## config.mk

```make
export PLATFORM = sky130hd
export DESIGN_NAME = secded_err_monitor
export DESIGN_NICKNAME = d
export VERILOG_FILES = /design/src/rtl/secded_err_monitor.sv
export SDC_FILE = /design/constraint.sdc
export NUM_CORES = 1
export LEC_CHECK = 0
export ABC_AREA = 1
export CAP_MARGIN = 20
export CORE_ASPECT_RATIO = 0.9
export CORE_MARGIN = 2
export CORE_UTILIZATION = 25
export CTS_CLUSTER_DIAMETER = 60
export DETAILED_ROUTE_END_ITERATION = 10
export SYNTH_ARGS = -nofsm -noshare
export SYNTH_HDL_FRONTEND = slang
export SYNTH_SLANG_ARGS = --single-unit
```

## constraint.sdc

```tcl
create_clock -name clk -period 2 [get_ports clk]
set_clock_uncertainty 0.1 [all_clocks]
set_input_delay 0.2 -clock clk [delete_from_list [all_inputs] [get_ports clk]]
set_output_delay 0.2 -clock clk [all_outputs]
set_load 0.01 [all_outputs]
```

## src/rtl/secded_err_monitor.sv

```systemverilog
// Error-statistics stage behind the Hamming(7,4) SECDED decoder: saturating word/error counters,
// halt-on-uncorrectable FSM and an optional registered 7-segment readout (SECDED_MON_7SEG_EN).
module secded_err_monitor #(
    parameter int unsigned CNT_W          = 8,
    parameter bit          HALT_ON_UNCORR = 1'b1
) (
    input  logic             clk,
    input  logic             rst_n,
    input  logic             i_valid,
    input  logic [3:0]       i_data,
    input  logic [3:0]       i_exp_data,
    input  logic             i_1bit_error,
    input  logic             i_2bit_error,
    input  logic             i_parity_error,
    input  logic             i_clear,
    input  logic [1:0]       i_sel,
    output logic [CNT_W-1:0] o_word_cnt,
    output logic [CNT_W-1:0] o_corr_cnt,
    output logic [CNT_W-1:0] o_uncorr_cnt,
    output logic [CNT_W-1:0] o_mismatch_cnt,
    output logic             o_sticky_uncorr,
    output logic             o_halted,
    output logic [3:0]       o_last_data,
    output logic [6:0]       o_7seg
);

    typedef enum logic [1:0] {StIdle, StRun, StHalt} state_e;

    state_e           state_q, state_d;
    logic             s1_valid_q, s1_valid_d;
    logic [3:0]       s1_data_q, s1_exp_q;
    logic             s1_1bit_q, s1_2bit_q, s1_par_q;
    logic [CNT_W-1:0] word_q, word_d, corr_q, corr_d, uncorr_q, uncorr_d, mism_q, mism_d;
    logic             sticky_q, sticky_d;
    logic [3:0]       last_q, last_d;
    logic             accept, proc, halt_evt;

    function automatic logic [CNT_W-1:0] sat_inc(input logic [CNT_W-1:0] v);
        return (&v) ? v : v + {{(CNT_W-1){1'b0}}, 1'b1};
    endfunction

    always_comb begin
        accept   = i_valid && (state_q != StHalt);
        // A word still in stage 1 when HALT is entered is discarded here.
        proc     = s1_valid_q && (state_q != StHalt);
        halt_evt = proc && s1_2bit_q && HALT_ON_UNCORR;

        state_d = state_q;
        unique case (state_q)
            StIdle:  if (i_valid) state_d = StRun;
            StRun:   if (halt_evt) state_d = StHalt;
            StHalt:  state_d = StHalt;
            default: state_d = StIdle;
        endcase

        s1_valid_d = accept;
        word_d     = word_q;
        corr_d     = corr_q;
        uncorr_d   = uncorr_q;
        mism_d     = mism_q;
        sticky_d   = sticky_q;
        last_d     = last_q;

        if (proc) begin
            word_d = sat_inc(word_q);
            last_d = s1_data_q;
            if (s1_2bit_q) begin
                uncorr_d = sat_inc(uncorr_q);
                sticky_d = 1'b1;
            end else begin
                if (s1_1bit_q || s1_par_q) corr_d = sat_inc(corr_q);
                if (s1_data_q != s1_exp_q) mism_d = sat_inc(mism_q);
            end
        end

        if (i_clear) begin
            state_d    = StIdle;
            s1_valid_d = 1'b0;
            word_d     = '0;
            corr_d     = '0;
            uncorr_d   = '0;
            mism_d     = '0;
            sticky_d   = 1'b0;
            last_d     = 4'h0;
        end
    end

    always_ff @(posedge clk or negedge rst_n) begin
        if (!rst_n) begin
            state_q    <= StIdle;
            s1_valid_q <= 1'b0;
            s1_data_q  <= 4'h0;
            s1_exp_q   <= 4'h0;
            s1_1bit_q  <= 1'b0;
            s1_2bit_q  <= 1'b0;
            s1_par_q   <= 1'b0;
            word_q     <= '0;
            corr_q     <= '0;
            uncorr_q   <= '0;
            mism_q     <= '0;
            sticky_q   <= 1'b0;
            last_q     <= 4'h0;
        end else begin
            state_q    <= state_d;
            s1_valid_q <= s1_valid_d;
            if (accept) begin
                s1_data_q <= i_data;
                s1_exp_q  <= i_exp_data;
                s1_1bit_q <= i_1bit_error;
                s1_2bit_q <= i_2bit_error;
                s1_par_q  <= i_parity_error;
            end
            word_q   <= word_d;
            corr_q   <= corr_d;
            uncorr_q <= uncorr_d;
            mism_q   <= mism_d;
            sticky_q <= sticky_d;
            last_q   <= last_d;
        end
    end

    assign o_word_cnt      = word_q;
    assign o_corr_cnt      = corr_q;
    assign o_uncorr_cnt    = uncorr_q;
    assign o_mismatch_cnt  = mism_q;
    assign o_sticky_uncorr = sticky_q;
    assign o_halted        = (state_q == StHalt);
    assign o_last_data     = last_q;

`ifdef SECDED_MON_7SEG_EN
    logic [3:0] digit;
    logic [6:0] seg_d, seg_q;

    always_comb begin
        unique case (i_sel)
            2'b00:   digit = word_q[3:0];
            2'b01:   digit = corr_q[3:0];
            2'b10:   digit = uncorr_q[3:0];
            default: digit = mism_q[3:0];
        endcase
        unique case (digit)
            4'h0: seg_d = 7'h3F;
            4'h1: seg_d = 7'h06;
            4'h2: seg_d = 7'h5B;
            4'h3: seg_d = 7'h4F;
            4'h4: seg_d = 7'h66;
            4'h5: seg_d = 7'h6D;
            4'h6: seg_d = 7'h7D;
            4'h7: seg_d = 7'h07;
            4'h8: seg_d = 7'h7F;
            4'h9: seg_d = 7'h6F;
            4'hA: seg_d = 7'h77;
            4'hB: seg_d = 7'h7C;
            4'hC: seg_d = 7'h39;
            4'hD: seg_d = 7'h5E;
            4'hE: seg_d = 7'h79;
            default: seg_d = 7'h71;
        endcase
    end

    always_ff @(posedge clk or negedge rst_n) begin
        if (!rst_n) seg_q <= 7'h3F;
        else        seg_q <= seg_d;
    end

    assign o_7seg = seg_q;
`else
    logic unused_sel;
    assign unused_sel = ^i_sel;
    assign o_7seg     = 7'h00;
`endif

endmodule

```

-- After elaboration in Yosys (flattened, before gate mapping)
Cells that the tools add are included.
- bits in registers: 51
- input bits: 17
- output and inout bits: 45
- word-level logic and storage cells: 74
- $add $sub $neg: 4
- equal/unequal tests: 11
- muxes and demuxes: 27
- reduce and logical (&&, ||, !) cells: 19
- operators with widths (cell ; count):
    $mux 8 ; 17
    $add 8x1->8 const B ; 4
    $reduce_and 8->1 ; 4
    $ne 2x2->1 const B ; 6
    $mux 4 ; 2
    $reduce_and 4->1 ; 2
    $reduce_bool 2->1 ; 4
    $mux 2 ; 3
    $ne 3x3->1 const B ; 2
    $pmux 2 s3 ; 1
    $reduce_and 2->1 ; 3
    $mux 1 ; 4
    $ne 4x4->1 ; 1
    $logic_and 1x1->1 ; 3
    $reduce_and 3->1 ; 1
    $eq 2x1->1 const B ; 1
    $eq 2x2->1 const B ; 1
    $logic_not 2->1 ; 1
    $logic_or 1x1->1 ; 1

-- Logic depth before layout (Yosys ltp)
- word-level depth: 6
- mapped depth: 9
- gate-level depth less buffers: 9

-- Worst setup path after synthesis
OpenSTA, ideal clock, no wires.
- path kind: flip-flop to flip-flop
- start point: register state_q[0]
- end point: register word_q[3], in the netlist o_word_cnt[3]
- library setup time: 126 ps
- data arrival time: 1368 ps
- data required time: 1774 ps
- path slack: 406 ps
- cell stages (with the launch flop): 9
- path buffers: 1
- clock period less this slack: 1594 ps
- cell sequence: dfrtp_1 > inv_1 > ha_1 > nor2_2 > nor2_1 > inv_1 > nand2_2 > buf_6 > o21ai_0
- longest elaborated chain between the ends: 4
- RTL lines (element ; RTL line ; text):
    start: declaration ; 29 ; state_e state_q, state_d;
    start signal: assignment ; 90 ; state_q <= StIdle;
    start signal: assignment ; 104 ; state_q <= state_d;
    $ne 2x2->1 ; 45 ; proc = s1_valid_q && (state_q != StHalt);
    $logic_and 1x1->1 ; 45 ;
    $reduce_bool 2->1 (no source line) ; -- ;
    $reduce_and 2->1 (no source line) ; -- ;
    end signal: assignment ; 113 ; word_q <= word_d;
    end: declaration ; 33 ; logic [CNT_W-1:0] word_q, word_d, corr_q, corr_d, uncorr_q, uncorr_d, mism_q, mism_d;
No other way between the ends.
A chain may end at the register's enable or synchronous reset.

-- Worst setup path after layout
- start point: register state_q[0]
- end point: output o_halted
- longest elaborated chain between the ends: 1
- RTL lines (element ; RTL line ; text):
    $eq 2x2->1 ; 127 ; assign o_halted = (state_q == StHalt);
    end: declaration ; 22 ; output logic o_halted,
No other way between the ends.

==> summary.txt <==
Run status: complete, no violations
Yosys cell types: 30
Syn avg cell area: 7.86 um2
RR Endpoint: o_corr_cnt[2]
I/O Buffers: 52
R2R Path Start: state_q[0]
Register area: 1280 um2
Worst-Skew Late Latency: 280 ps
DR WL met3: 302 um
Switching power: 832 uW
Gpl congestion: 0.794
CTS tree: built
Fmax: 535 MHz
Post-route minimum period: 1870 ps
Clk slew on worst S/H paths: 70 ps
CTS Sinks: 51
Fillers: 1,213
Share of cells above drive strength 1: 0.0877
Net count, final: 447
Max Slew Vio Count: 0
Met2 wire len: 3.04 mm
GRT Total Usage: 0.110
Data arrival, critical path: 1570 ps
R2R setup slack: 240 ps
Die area: 12,300 um2
Initial DRT Pass Iterations: 5
Simple-gate share of the synthesized area: 0.322
Combinational share of power: 0.238
MaxCap Viol Count: 0
Synth Register Bits: 51
Average wire per standard cell: 11.0 um
Endpoints failing setup: 0
Worst hold path class: in -> async
Final wirelength: 6.36 mm
Critical path launch point type: flop
Placed cells: 569
R2R cell count: 9
Final non-filler cell total: 578
Top Ports: 62
Internal power: 1930 uW
DRT met1 WL: 2.98 mm
Initial DRC count: 147
Core area: 11,300 um2
Initial antenna violation count: 0
Cells after synthesis: 365
Static Leakage: 0.00172 uW
Crit Path Category: reg -> out
Synth Area in XOR/XNOR: 0.0183
First-pass GRT wire length: 11.0 mm
Adder-cell area share of the yosys netlist: 0.0349
Layout area overhead: 29.7%
Synth Area in Compound Gates: 0.0838
Vias: 2,465
Setup TNS: 0 ps
# DRC: 0
Starting density of the core: 0.254
Number of H-tree levels: 2
Post-route clock period utilization: 0.934
Multi-input logic area: 1360 um2
Sw Share: 0.301
Register area share after synthesis: 0.445
Uppermost layer routed: met4
Via-per-instance ratio: 4.26
Cts bufs inserted: 5
CP Max Fanout: 3
Clock network power share: 0.309
Cell row count: 37
Die height: 106 um
CP Data Required Time: 1700 ps
YS warnings: 0
PwrDens: 742 nW/um2
Final Hold Fails: 0
Clk buf depth: 2
Global route overflow: 0
CTS root buf: clkbuf_16
Die width: 117 um
Detail Route Antenna Nets: 0
RSZ-0062 raised after global routing: no
IR drop worst, VDD: 0.343 mV
CP Capture Type: output port
Multiplexer share of the synthesized area: 0.00785
Number of diodes: 0
Vias in the first global route: 2,340
Post-detail-place hpwl: 4.69 mm
Largest net degree at the start of global routing: 35
Part of the power in registers: 0.453
Syn Std Cell Area: 2870 um2
Largest family of logic cells by synthesized area: simple AND/OR/NAND/NOR gates
-- area by class of cell --
type | count | area share
well taps | 156 | 0.0525
flip-flops and latches | 51 | 0.343
repair buffers | 60 | 0.162
inverters | 36 | 0.0370
multi-input cells | 268 | 0.367
clock inverters | 1 | 0.00135
clock buffers | 6 | 0.0373
-- cells in the final DEF, fill, tap and decap left out, types with 7 or more instances in the layout --
cell	count
nand2_1	99
clkdlybuf4s50_1	51
dfrtp_1	51
nand3_1	39
nor2_1	36
inv_1	34
a21oi_1	15
o21ai_0	11
nand3b_1	9
ha_1	8
conb_1	7
-- metrics by stage --
step / setup slack [ps] / utilization / total power (uW) / cell area, um2 / hold WS [ps]
after CTS: 98.8 / 0.327 / 2800 / 3700 / 317
after detailed placement: 187 / 0.314 / 1930 / 3540 / 82.2
after global placement: 222 / 0.314 / 1910 / 3540 / 73.3
final: 132 / 0.329 / 2760 / 3720 / 297
after global routing: 13.8 / 0.329 / 2970 / 3720 / 329
after floorplan: 406 / - / 1680 / 2890 / -196
-- cells in the mapped netlist --
cell | number | area, um2
a21oi_1 | 15 | 75.1
o21bai_1 | 6 | 45.0
dfrtp_1 | 51 | 1280
nor2_1 | 36 | 135
nor2_2 | 3 | 18.8
buf_4 | 7 | 52.6
xnor2_1 | 1 | 8.76
inv_1 | 34 | 128
buf_12 | 1 | 20.0
inv_2 | 2 | 7.51
nand4_1 | 6 | 37.5
clkbuf_1 | 2 | 7.51
buf_2 | 4 | 20.0
ha_1 | 8 | 100
conb_1 | 1 | 3.75
xor2_1 | 5 | 43.8
buf_6 | 1 | 11.3
o21ai_1 | 6 | 30.0
nand3b_1 | 9 | 67.6
nand2_2 | 5 | 31.3
o21ai_2 | 3 | 26.3
nand3_1 | 39 | 195
mux2_2 | 2 | 22.5
nand2_1 | 99 | 372
nand3_2 | 2 | 20.0
buf_1 | 1 | 3.75
nand2_4 | 2 | 22.5
nor2_4 | 2 | 22.5
o21ai_0 | 11 | 55.1
a21oi_2 | 1 | 8.76
-- per-layer routing --
metal | up-vias | global-route usage
li1 | 1271 | -
met1 | 1132 | 0.147
met2 | 60 | 0.181
met3 | 2 | 0.0247
met4 | 0 | 0.0269
met5 | - | 0
-- flip-flops by register name, indices dropped and copies added (netlist names) --
register / count
o_sticky_uncorr: 1
o_mismatch_cnt: 8
s1_valid_q: 1
o_word_cnt: 8
o_uncorr_cnt: 8
o_corr_cnt: 8
s1_1bit_q: 1
s1_exp_q: 4
state_q: 2
s1_par_q: 1
s1_2bit_q: 1
o_last_data: 4
s1_data_q: 4
-- what timing repair did --
| action | CTS | global route |
|---|---|---|
| buffers inserted | 0 | 1 |
| setup endpoints to repair | 0 | 8 |
| hold buffers | 1 | 0 |
| hold endpoints to repair | 17 | 0 |
| gates resized for setup | 0 | 1 |
-- power groups by stage --
stage	sequential, uW	combinational [uW]	clock (uW)
floorplan	1270	406	0
global placement	1260	641	0
detailed placement	1270	656	0
CTS	1250	661	887
global route	1270	764	931
finish	1250	657	853
-- worst max path at each step --
stage                           from            end  cells after the start
after floorplan           state_q[0]  o_word_cnt[3]                      8
after global placement    state_q[0]  o_corr_cnt[4]                      9
after detailed placement  state_q[0]  o_corr_cnt[6]                      9
after CTS                 state_q[0]       o_halted                      3
after global routing      state_q[0]  o_corr_cnt[4]                      9
final                     state_q[0]       o_halted                      3
-- worst max-delay path, cell delays in order (launching register included) --
cell             delay (ps)
dfrtp_1                 390
inv_1                   100
ha_1                    200
clkdlybuf4s50_1         580
-- cell families after synthesis --
| group | after synthesis |
|---|---|
| AND/OR/NAND/NOR | 203 |
| buffers and inverters | 52 |
| flip-flops | 51 |
| AO/OA/AOI/OAI | 42 |
| adder cells (fa/ha/maj) | 8 |
| XOR/XNOR | 6 |
| multiplexers | 2 |
| other | 1 |
(Power assumes the default switching activity.)
